## src/rtl/uart_mult_byte_tx.sv

```systemverilog
`default_nettype none
// ============================================================================
// Module   : uart_mult_byte_tx
// Purpose  : Multi-byte UART packet transmitter (8N1, LSB first).
//            A request accepted in IDLE latches up to _MAX_BYTES payload
//            bytes. The block then sends one frame back-to-back on the
//            serial line: header byte, payload[0..len-1], CRC-8 trailer.
//            The CRC uses polynomial 0x07, init 0x00, no reflection and
//            no final XOR, and covers the payload only.
// Ports    : sys_clk    - system clock (single clock domain)
//            sys_rst_n  - asynchronous active-low reset
//            tx_start   - one-cycle request, sampled only in IDLE
//            tx_len     - payload byte count, clamped to _MAX_BYTES
//            tx_payload - payload, byte k at [8k+7:8k], byte 0 sent first
//            tx_busy    - high from the accepted request to the last stop bit
//            tx_done    - one-cycle pulse after the final stop bit
//            tx_crc     - CRC of the last frame, valid with tx_done
//            uart_txd   - serial output, idles high
// Revision : 1.0 - initial release
// ============================================================================
module uart_mult_byte_tx #(
    parameter int         CLK_FREQ   = 50_000_000,
    parameter int         UART_BPS   = 115200,
    parameter int         _MAX_BYTES = 11,
    parameter logic [7:0] _HEADER    = 8'hA5
) (
    input  logic                    sys_clk,
    input  logic                    sys_rst_n,
    input  logic                    tx_start,
    input  logic [3:0]              tx_len,
    input  logic [_MAX_BYTES*8-1:0] tx_payload,
    output logic                    tx_busy,
    output logic                    tx_done,
    output logic [7:0]              tx_crc,
    output logic                    uart_txd
);

    // Bit period in clock cycles; integer division truncates.
    localparam int                BPS_CNT  = CLK_FREQ / UART_BPS;
    localparam int                CNT_W    = (BPS_CNT > 1) ? $clog2(BPS_CNT) : 1;
    localparam logic [CNT_W-1:0]  CNT_LAST = CNT_W'(BPS_CNT - 1);
    localparam logic [3:0]        MAX_LEN  = 4'(_MAX_BYTES);

    typedef enum logic [2:0] {
        IDLE  = 3'd0,
        START = 3'd1,
        DATA  = 3'd2,
        STOP  = 3'd3,
        DONE  = 3'd4
    } state_t;

    state_t           state;
    logic [CNT_W-1:0] bit_cnt;     // cycles elapsed within the current bit
    logic [2:0]       bit_idx;     // data bit being sent, 0..7
    logic [3:0]       pay_idx;     // next payload byte to load, 0..len
    logic [3:0]       len;         // clamped payload length of this frame
    logic [7:0]       shift;       // byte on the wire, LSB in shift[0]
    logic [7:0]       crc;         // running CRC over loaded payload bytes
    logic             crc_phase;   // set while the CRC trailer is on the wire
    logic [7:0]       pay_bytes [_MAX_BYTES];

    wire bit_end = (bit_cnt == CNT_LAST);

    // Byte-wise CRC-8 update, MSB-first, polynomial x^8+x^2+x+1.
    function automatic logic [7:0] crc8_byte(input logic [7:0] c_in,
                                             input logic [7:0] d);
        logic [7:0] c;
        c = c_in ^ d;
        for (int i = 0; i < 8; i++) begin
            c = c[7] ? ((c << 1) ^ 8'h07) : (c << 1);
        end
        return c;
    endfunction

    // Payload capture. The data path needs no reset because it is only
    // read after a request has loaded it.
    always_ff @(posedge sys_clk) begin
        if (state == IDLE && tx_start) begin
            for (int k = 0; k < _MAX_BYTES; k++) begin
                pay_bytes[k] <= tx_payload[8*k +: 8];
            end
        end
    end

    // Frame sequencer. All outputs are registered here.
    always_ff @(posedge sys_clk or negedge sys_rst_n) begin
        if (!sys_rst_n) begin
            state     <= IDLE;
            bit_cnt   <= '0;
            bit_idx   <= '0;
            pay_idx   <= '0;
            len       <= '0;
            shift     <= '0;
            crc       <= '0;
            crc_phase <= 1'b0;
            tx_busy   <= 1'b0;
            tx_done   <= 1'b0;
            tx_crc    <= '0;
            uart_txd  <= 1'b1;
        end else begin
            tx_done <= 1'b0;
            case (state)
                IDLE: begin
                    if (tx_start) begin
                        len       <= (tx_len > MAX_LEN) ? MAX_LEN : tx_len;
                        crc       <= '0;
                        tx_crc    <= '0;
                        pay_idx   <= '0;
                        crc_phase <= 1'b0;
                        shift     <= _HEADER;
                        bit_cnt   <= '0;
                        bit_idx   <= '0;
                        uart_txd  <= 1'b0;
                        tx_busy   <= 1'b1;
                        state     <= START;
                    end
                end

                START: begin
                    if (bit_end) begin
                        bit_cnt  <= '0;
                        bit_idx  <= '0;
                        uart_txd <= shift[0];
                        state    <= DATA;
                    end else begin
                        bit_cnt <= bit_cnt + 1'b1;
                    end
                end

                DATA: begin
                    if (bit_end) begin
                        bit_cnt <= '0;
                        if (bit_idx == 3'd7) begin
                            uart_txd <= 1'b1;
                            state    <= STOP;
                        end else begin
                            bit_idx  <= bit_idx + 1'b1;
                            shift    <= {1'b0, shift[7:1]};
                            uart_txd <= shift[1];
                        end
                    end else begin
                        bit_cnt <= bit_cnt + 1'b1;
                    end
                end

                STOP: begin
                    if (bit_end) begin
                        bit_cnt <= '0;
                        if (crc_phase) begin
                            // Trailer finished: frame complete.
                            tx_busy <= 1'b0;
                            tx_done <= 1'b1;
                            tx_crc  <= crc;
                            state   <= DONE;
                        end else if (pay_idx < len) begin
                            // Next payload byte; fold it into the CRC as it
                            // is loaded so the trailer is ready in time.
                            shift    <= pay_bytes[pay_idx];
                            crc      <= crc8_byte(crc, pay_bytes[pay_idx]);
                            pay_idx  <= pay_idx + 1'b1;
                            uart_txd <= 1'b0;
                            state    <= START;
                        end else begin
                            shift     <= crc;
                            crc_phase <= 1'b1;
                            uart_txd  <= 1'b0;
                            state     <= START;
                        end
                    end else begin
                        bit_cnt <= bit_cnt + 1'b1;
                    end
                end

                DONE: begin
                    // A request seen here is dropped; only IDLE accepts.
                    state <= IDLE;
                end

                default: begin
                    state    <= IDLE;
                    tx_busy  <= 1'b0;
                    uart_txd <= 1'b1;
                end
            endcase
        end
    end

endmodule
`default_nettype wire

```

## config.mk

```make
export PLATFORM = sky130hd
export DESIGN_NAME = uart_mult_byte_tx
export DESIGN_NICKNAME = d
export VERILOG_FILES = /design/src/rtl/uart_mult_byte_tx.sv
export SDC_FILE = /design/constraint.sdc
export NUM_CORES = 1
export LEC_CHECK = 0
export CORE_UTILIZATION = 45
export DETAILED_ROUTE_END_ITERATION = 10
export PLACE_DENSITY = 0.69
export SLEW_MARGIN = 0
export SYNTH_ARGS = -nofsm -noshare
export SYNTH_HDL_FRONTEND = slang
export SYNTH_SLANG_ARGS = --single-unit
```

## constraint.sdc

```tcl
create_clock -name sys_clk -period 10.4 [get_ports sys_clk]
set_input_delay 1.56 -clock sys_clk [delete_from_list [all_inputs] [get_ports sys_clk]]
set_output_delay 1.56 -clock sys_clk [all_outputs]
set_load 0.05 [all_outputs]
```

[After elaboration in Yosys (flattened, before gate mapping)]
Memories as Yosys holds them, arrays and structs flattened.
Index checks and enable logic that the tools add are counted.
Cells by class
  add/subtract/negate cells: 3
  magnitude comparators: 2
  eq/ne operators: 15
  mux-type cells: 64
  bitwise gates (word level): 11
  reduce and logical (&&, ||, !) cells: 18
Operator list (count)
  two-way mux 8 bit: 12
  two-way mux 3 bit: 18
  one-hot mux 8 bit (2 select lines): 2
  NOT 3 bit: 8
  one-hot mux 8 bit (3 select lines): 1
  two-way mux 4 bit: 5
  two-way mux 9 bit: 2
  != test 2 bit (second input constant): 9
  one-hot mux 9 bit (2 select lines): 1
  two-way mux 1 bit: 17
  AND reduction 5 bit: 3
  one-hot mux 3 bit (4 select lines): 1
  AND reduction 6 bit: 2
  adder 9 x 1 -> 9 bit (second input constant): 1
  == test 9 bit (second input constant): 1
  one-hot mux 3 bit (3 select lines): 1
  one-hot mux 4 bit (2 select lines): 1
  AND reduction 4 bit: 2
  XOR 8 bit: 1
  == test 3 x 2 -> 1 bit (second input constant): 2
  == test 3 bit (second input constant): 2
  nonzero test 3 bit: 2
  OR reduction 3 bit: 2
  one-hot mux 1 bit (5 select lines): 1
  other kinds (13): 16
Storage, ports and cells
  bits in registers: 51
  bits in writable memories: 88
  output and inout port bits: 11
  logic and storage cells: 126
  memories kept: 1
Memory list
  pay_bytes: words 11, bits a word 8, rd ports 1, clocked after Yosys merged registers in 0, wr ports 11, RTL line 60  | logic [7:0] pay_bytes [_MAX_BYTES];

[Logic depth before layout (Yosys ltp)]
Gate-level depths: netlist (run 1).
An unclocked memory read counts as a cell.
  depth in word-level cells: 22
  depth in mapped cells: 12

[Least setup slack after synthesis (run 1)]
Ideal clock, no wire load.
  path type: input-to-reg
  start: input tx_start
  end: memory pay_bytes[0][0] (enable)
  setup time: 0.486 ns
  arrival: 4.403 ns
  data required time: 9.914 ns
  path slack: 5.511 ns
  stages: 3
  path through: nand2b_1 -> nor3_1 -> clkbuf_1
RTL lines
  start: declaration: RTL line 29  | input logic tx_start,
  end: declaration: RTL line 60

==> results of run 1 <==
==> power by group <==
group | switching (mW) | total, mW | internal [mW]
registers | 0.0364 | 0.724 | 0.687
logic | 0.163 | 0.278 | 0.116
clock network | 0.233 | 0.563 | 0.330
==> path summary, 6_finish.rpt <==
check                            from              end  cells after the start
hold / removal               shift[4]         shift[4]                      2
min in group asynchronous   sys_rst_n       bit_cnt[0]                      1
hold reg to reg              shift[4]         shift[4]                      2
max in group asynchronous   sys_rst_n       pay_idx[0]                      1
setup / recovery             tx_start  pay_bytes[5][5]                      5
setup reg to reg           pay_idx[0]           crc[1]                      8
==> metrics by stage <==
stage	instance area, sq um	total power [mW]	utilization (%)	hold slack (ns)	worst slack, ns
4_1_cts	7980	1.58	59.5	0.495	6.91
3_3_place_gp	7430	1.00	55.4	0.470	6.58
2_1_floorplan	6260	0.922	-	0.450	5.51
5_1_grt	7980	1.64	59.5	0.506	6.79
6_report	7980	1.56	59.5	0.491	6.90
3_5_place_dp	7430	1.01	55.4	0.482	6.48
==> kinds of logic after synthesis <==
family                     share of synthesized area, %
AOI/OAI and AO/OA                                  11.0
and+or+nand+nor                                    7.94
adders and majority gates                          1.60
muxes                                              9.10
DFF                                                62.7
buffers and inverters                              2.66
xor gates and xnor gates                           5.02
==> flip-flops by register name (all words and copies together), names as in the netlist <==
register / count
uart_txd: 1
bit_idx: 3
crc: 8
crc_phase: 1
pay_idx: 4
shift: 8
pay_bytes: 88
bit_cnt: 9
state: 3
tx_crc: 8
tx_done: 1
len: 4
tx_busy: 1
==> worst max-delay path, delay by kind of cell <==
kind / cells / cell delay [ns]
buffers and inverters: 3 / 1.65
and+or+nand+nor: 2 / 0.28
==> final cells by class <==
type                            count  share of cell area [%]
Tap cell                          176                    2.76
Clock buffer                       19                    5.43
Clock inverter                     13                    1.46
Sequential cell                   139                    49.1
Inverter                           12                   0.565
Multi-Input combinational cell    283                    27.3
Timing Repair Buffer              108                    13.4
==> routing by layer <==
layer	track usage (%)	routed length, microns	up-vias
met5	0	0	-
met4	4.61	74	0
met3	6.13	730	8
met2	29.6	6150	126
met1	25.8	5820	1988
li1	-	-	1909
==> layout by cell type, fill, tap and decap left out, types with 12 or more instances in the layout <==
cell / Yosys / layout
dfrtp_1: 50 / 49
edfxtp_1: 88 / 88
xor2_1: 13 / 13
a22o_1: 14 / 14
inv_1: 12 / 12
mux2i_1: 16 / 16
clkdlybuf4s50_1: 0 / 104
nor2_1: 23 / 23
o21ai_0: 22 / 22
clkbuf_16: 0 / 17
a21oi_1: 15 / 15
xnor2_1: 16 / 16
nand2_1: 38 / 38
==> impl_metrics.py, run 1 <==
metrics = {
    "clock_network": {
        "numCtsBuffers": 17,
        "htree_levels": 4,
        "clock_path_buffers": 2,
        "cts_resized": 0,
        "clk_pin_slew_ns": 0.06,
        "cts_sinks": 139,
        "postCtsSetupBuffers": 0,
        "cts_root_buffer": "clkbuf_16",
        "clk_latency_ns": 0.42,
        "cts_hold_buf": 0,
        "cts_tree": "yes",
    },
    "floorplanning": {
        "ios": 106,
        "num_rows": 42,
        "core-area_sq_um": 13400,
        "initial_core_util_pct": 46.7,
        "die_area_sq_um": 14400,
        "die_x_microns": 120,
        "die_h_microns": 120,
    },
    "final_layout": {
        "seq_area_sq_um": 3920,
        "stdcell_count": 750,
        "drive_gt1_share_pct": 11.1,
        "diodes": 0,
        "multi_input_area_sq_um": 2170,
        "fill_cells": 1092,
        "fin_nets": 664,
        "syn_to_final_growth_pct": 27.5,
    },
    "power_and_ir_drop": {
        "leakage_nw": 2.97,
        "peakVddDrop_v": 0.000140,
        "powerDensity_nw_per_um2": 196,
    },
    "global_routing": {
        "grt_pass1_wl_microns": 20800,
        "grt_use_total_pct": 19.0,
        "overflow": 0,
        "grt_max_degree": 67,
        "grt_antenna_before_repair": 0,
        "grt_pass1_vias": 4127,
    },
    "yosys": {
        "syn-cell-area_sq_um": 6260,
        "synth.top_cell.area_share_pct": 42.2,
        "synth.area.top_cells": "edfxtp_1 42%, dfrtp_1 20%, mux2i_1 2.6%",
        "synthFlopType": "edfxtp_1",
        "synth_seq_cells": 139,
        "yosysMostFrequentCell": "edfxtp_1",
        "synth_top_cell_by_area": "edfxtp_1",
        "async_flop_share_pct": 36.7,
        "ys_seq_area_share_pct": 62.7,
        "syn-num-nets": 558,
        "synth-edff-count": 88,
        "avgSynthCellArea_sq_um": 13.7,
        "synth_commonest_cells": "88 x edfxtp_1, 50 x dfrtp_1, 38 x nand2_1",
        "synthesis.instances": 455,
        "ys_warn_count": 0,
        "synth_cell_types": 60,
    },
    "placed_design": {
        "placed_cells": 718,
        "dp_hpwl_microns": 8780,
        "buffer_ports.inserted": 105,
        "gp_congestion": 0.817,
    },
    "detailed_routing": {
        "vias_per_cell": 5.37,
        "drt_iter0_markers": 333,
        "finalWirelength_microns": 12800,
        "drt_pass1_iterations": 5,
        "num_vias": 4031,
        "wire_per_inst_microns": 17.0,
        "route.detailed.drc": 0,
        "ant_nets": 0,
    },
    "timing": {
        "fmax_mhz": 285,
        "rsz0062_at_grt": "false",
        "fin_crit_sh_pct": 33.7,
        "clock_skew_ns": 0.0211,
        "slew-limit-headroom_pct": 25.3,
        "tightestPinTransition_ns": 1.12,
        "setup_viol": 0,
        "finalHoldViolCount": 0,
        "setup_tns_ns": 0,
        "layout_min_cycle_time_ns": 3.50,
        "drv_slew": 0,
    },
    "critical_path": {
        "slowest_stage": "buf_4",
        "critPathCaptureType": "register",
        "path_max_fanout": 66,
        "required_ns": 10.44,
        "worstSetupPathType": "input pin to register",
        "start_kind": "input pin",
        "critPathMostFrequentCell": "buf_4",
        "worstPathArrival_ns": 3.54,
        "r2r_slack_ns": 7.39,
        "cp_slowest_stage_delay_ns": 0.71,
        "cp_cell_sequence": "clkdlybuf4s50_1, nand2b_1, nor3_2, buf_4, buf_4",
    },
    "flow_run": {
        "cap_violations": 0,
    },
    "outcome": {
        "status": "completed",
    },
    "min_path": {
        "min_path_type": "register to register",
    },
}
No activity file was read; power rests on OpenSTA's default activity.
==> run 2: changes to the inputs <==
- clock period: 10.4 -> 3.5 ns (I/O delays scaled with it)
==> impl_metrics.py, run 2 (synthesis results as in run 1) <==
metrics = {
    "outcome": {
        "status": "completed",
    },
    "timing": {
        "fmax_mhz": 361,
        "holdWs_ns": 0.126,
        "finalHoldViolCount": 0,
        "setup_tns_ns": 0,
        "layout_min_cycle_time_ns": 2.77,
        "setup_viol": 0,
        "drv_slew": 0,
        "slew-limit-headroom_pct": 39.2,
        "tightestPinTransition_ns": 0.906,
        "rsz0062_at_grt": "false",
        "fin_crit_sh_pct": 79.1,
        "clock_skew_ns": 0.00943,
    },
    "floorplanning": {
        "ios": 106,
        "die_area_sq_um": 14400,
        "initial_core_util_pct": 46.7,
        "die_h_microns": 120,
        "core-area_sq_um": 13400,
        "num_rows": 42,
        "die_x_microns": 120,
    },
    "global_routing": {
        "grt_pass1_vias": 4153,
        "grt_use_total_pct": 18.8,
        "grt_max_degree": 99,
        "grt_busiest_layer": "met2",
        "grt_pass1_wl_microns": 20500,
        "use_met3_pct": 5.75,
        "grt_antenna_before_repair": 0,
        "overflow": 0,
        "grt_use_met1_pct": 25.0,
        "use_met2_pct": 28.5,
    },
    "final_layout": {
        "top_regs": "pay_bytes: 88 flops, bit_cnt: 9 flops",
        "drive_gt1_share_pct": 12.5,
        "final_cell_mix": "104 x clkdlybuf4s50_1, 88 x edfxtp_1, 49 x dfrtp_1",
        "fin_nets": 672,
        "largest_reg_flops": 88,
        "max_flop_register": "pay_bytes",
        "syn_to_final_growth_pct": 28.4,
        "final_common_cell": "clkdlybuf4s50_1",
        "diodes": 0,
    },
    "clock_network": {
        "cts_root_buffer": "clkbuf_16",
        "postCtsSetupBuffers": 0,
        "cts_hold_buf": 0,
        "cts_tree": "yes",
        "numCtsBuffers": 17,
        "clk_latency_ns": 0.42,
        "clock_path_buffers": 2,
        "htree_levels": 4,
        "cts_sinks": 139,
        "cts_resized": 0,
        "clk_pin_slew_ns": 0.06,
    },
    "critical_path": {
        "r2r_start": "pay_idx[0]",
        "path_max_fanout": 19,
        "critPathLaunch": "pay_idx[0]",
        "required_ns": 3.84,
        "critPathCaptureType": "register",
        "worstSetupPathType": "register to register",
        "cp_slowest_stage_delay_ns": 0.70,
        "slowest_stage": "dfrtp_2",
        "worstPathArrival_ns": 3.11,
        "cp_cell_sequence": "buf_4, mux2_1, o211ai_1, o31ai_2, xnor2_1, xnor2_1, xor2_1, a21oi_1, o22ai_1",
        "start_kind": "register",
        "path_delay_family": "XOR/XNOR gates",
        "r2r_slack_ns": 0.73,
        "critPathMostFrequentCell": "xnor2_1",
        "path_buf_inv": 1,
    },
    "power_and_ir_drop": {
        "power_switching_mw": 1.28,
        "leakage_nw": 3.01,
        "comb_power_share_pct": 19.3,
        "peakVddDrop_v": 0.000370,
        "powerDensity_nw_per_um2": 571,
        "power_frac_seq_pct": 46.2,
        "pwr-share-clk_pct": 34.5,
        "intPower_mw": 3.31,
        "swShare_pct": 27.9,
    },
    "min_path": {
        "min_path_type": "input pin to async pin",
    },
    "detailed_routing": {
        "drt_pass1_iterations": 4,
        "vias_per_cell": 5.34,
        "route.detailed.drc": 0,
        "ant_nets": 0,
        "num_vias": 4045,
        "drt_iter0_markers": 313,
        "wire_per_inst_microns": 16.3,
        "finalWirelength_microns": 12400,
    },
    "placed_design": {
        "buffer_ports.inserted": 105,
        "gp_congestion": 0.854,
        "dp_hpwl_microns": 8750,
    },
    "flow_run": {
        "cap_violations": 0,
    },
}
-- run 2: worst paths after layout --
kind | cells past startpoint | to
setup / recovery | 9 | crc[1]
hold / removal | 1 | bit_cnt[3]
setup reg to reg | 9 | crc[1]
hold reg to reg | 2 | shift[7]
max in group asynchronous | 2 | uart_txd
min in group sys_clk | 2 | shift[7]
-- run 2: routing by layer --
metal	vias to the layer above	wire [microns]
met5	-	0
met4	0	233
met3	19	732
met2	141	5700
met1	1948	5720
li1	1937	-
-- run 2: per-stage QoR --
stage | std cells | power (mW) | worst slack, ns | util (%) | cell area, sq um
after floorplan | 455 | 2.73 | 1.02 | - | 6260
after detailed placement | 726 | 3.04 | 0.742 | 56.0 | 7500
after global routing | 758 | 4.80 | 0.496 | 59.9 | 8030
after CTS | 758 | 4.63 | 0.713 | 59.9 | 8030
final | 758 | 4.59 | 0.733 | 59.9 | 8030
after global placement | 726 | 3.01 | 0.852 | 56.0 | 7500
-- run 2: power by group through the flow --
stage | logic, mW | registers (mW) | clock network, mW
floorplan | 0.568 | 2.16 | 0
global placement | 0.870 | 2.14 | 0
detailed placement | 0.888 | 2.15 | 0
CTS | 0.892 | 2.12 | 1.62
global route | 0.974 | 2.14 | 1.68
finish | 0.887 | 2.12 | 1.58
-- run 2: area by class of cell --
type	instances	area, sq um
flip-flops and latches	139	3920
well taps	176	220
multi-input cells	283	2170
clock inverters	13	96.3
clock buffers	19	433
repair buffers	116	1140
inverters	12	45.0
fillers	1056	5370
-- run 2: worst reg2reg max path, delay by kind of cell (launching register included) --
family                 cells  cell delay, ns
AO/OA/AOI/OAI              4            0.57
XOR/XNOR                   3            0.77
buffers and inverters      1            0.31
flip-flops                 1            0.70
multiplexers               1            0.35
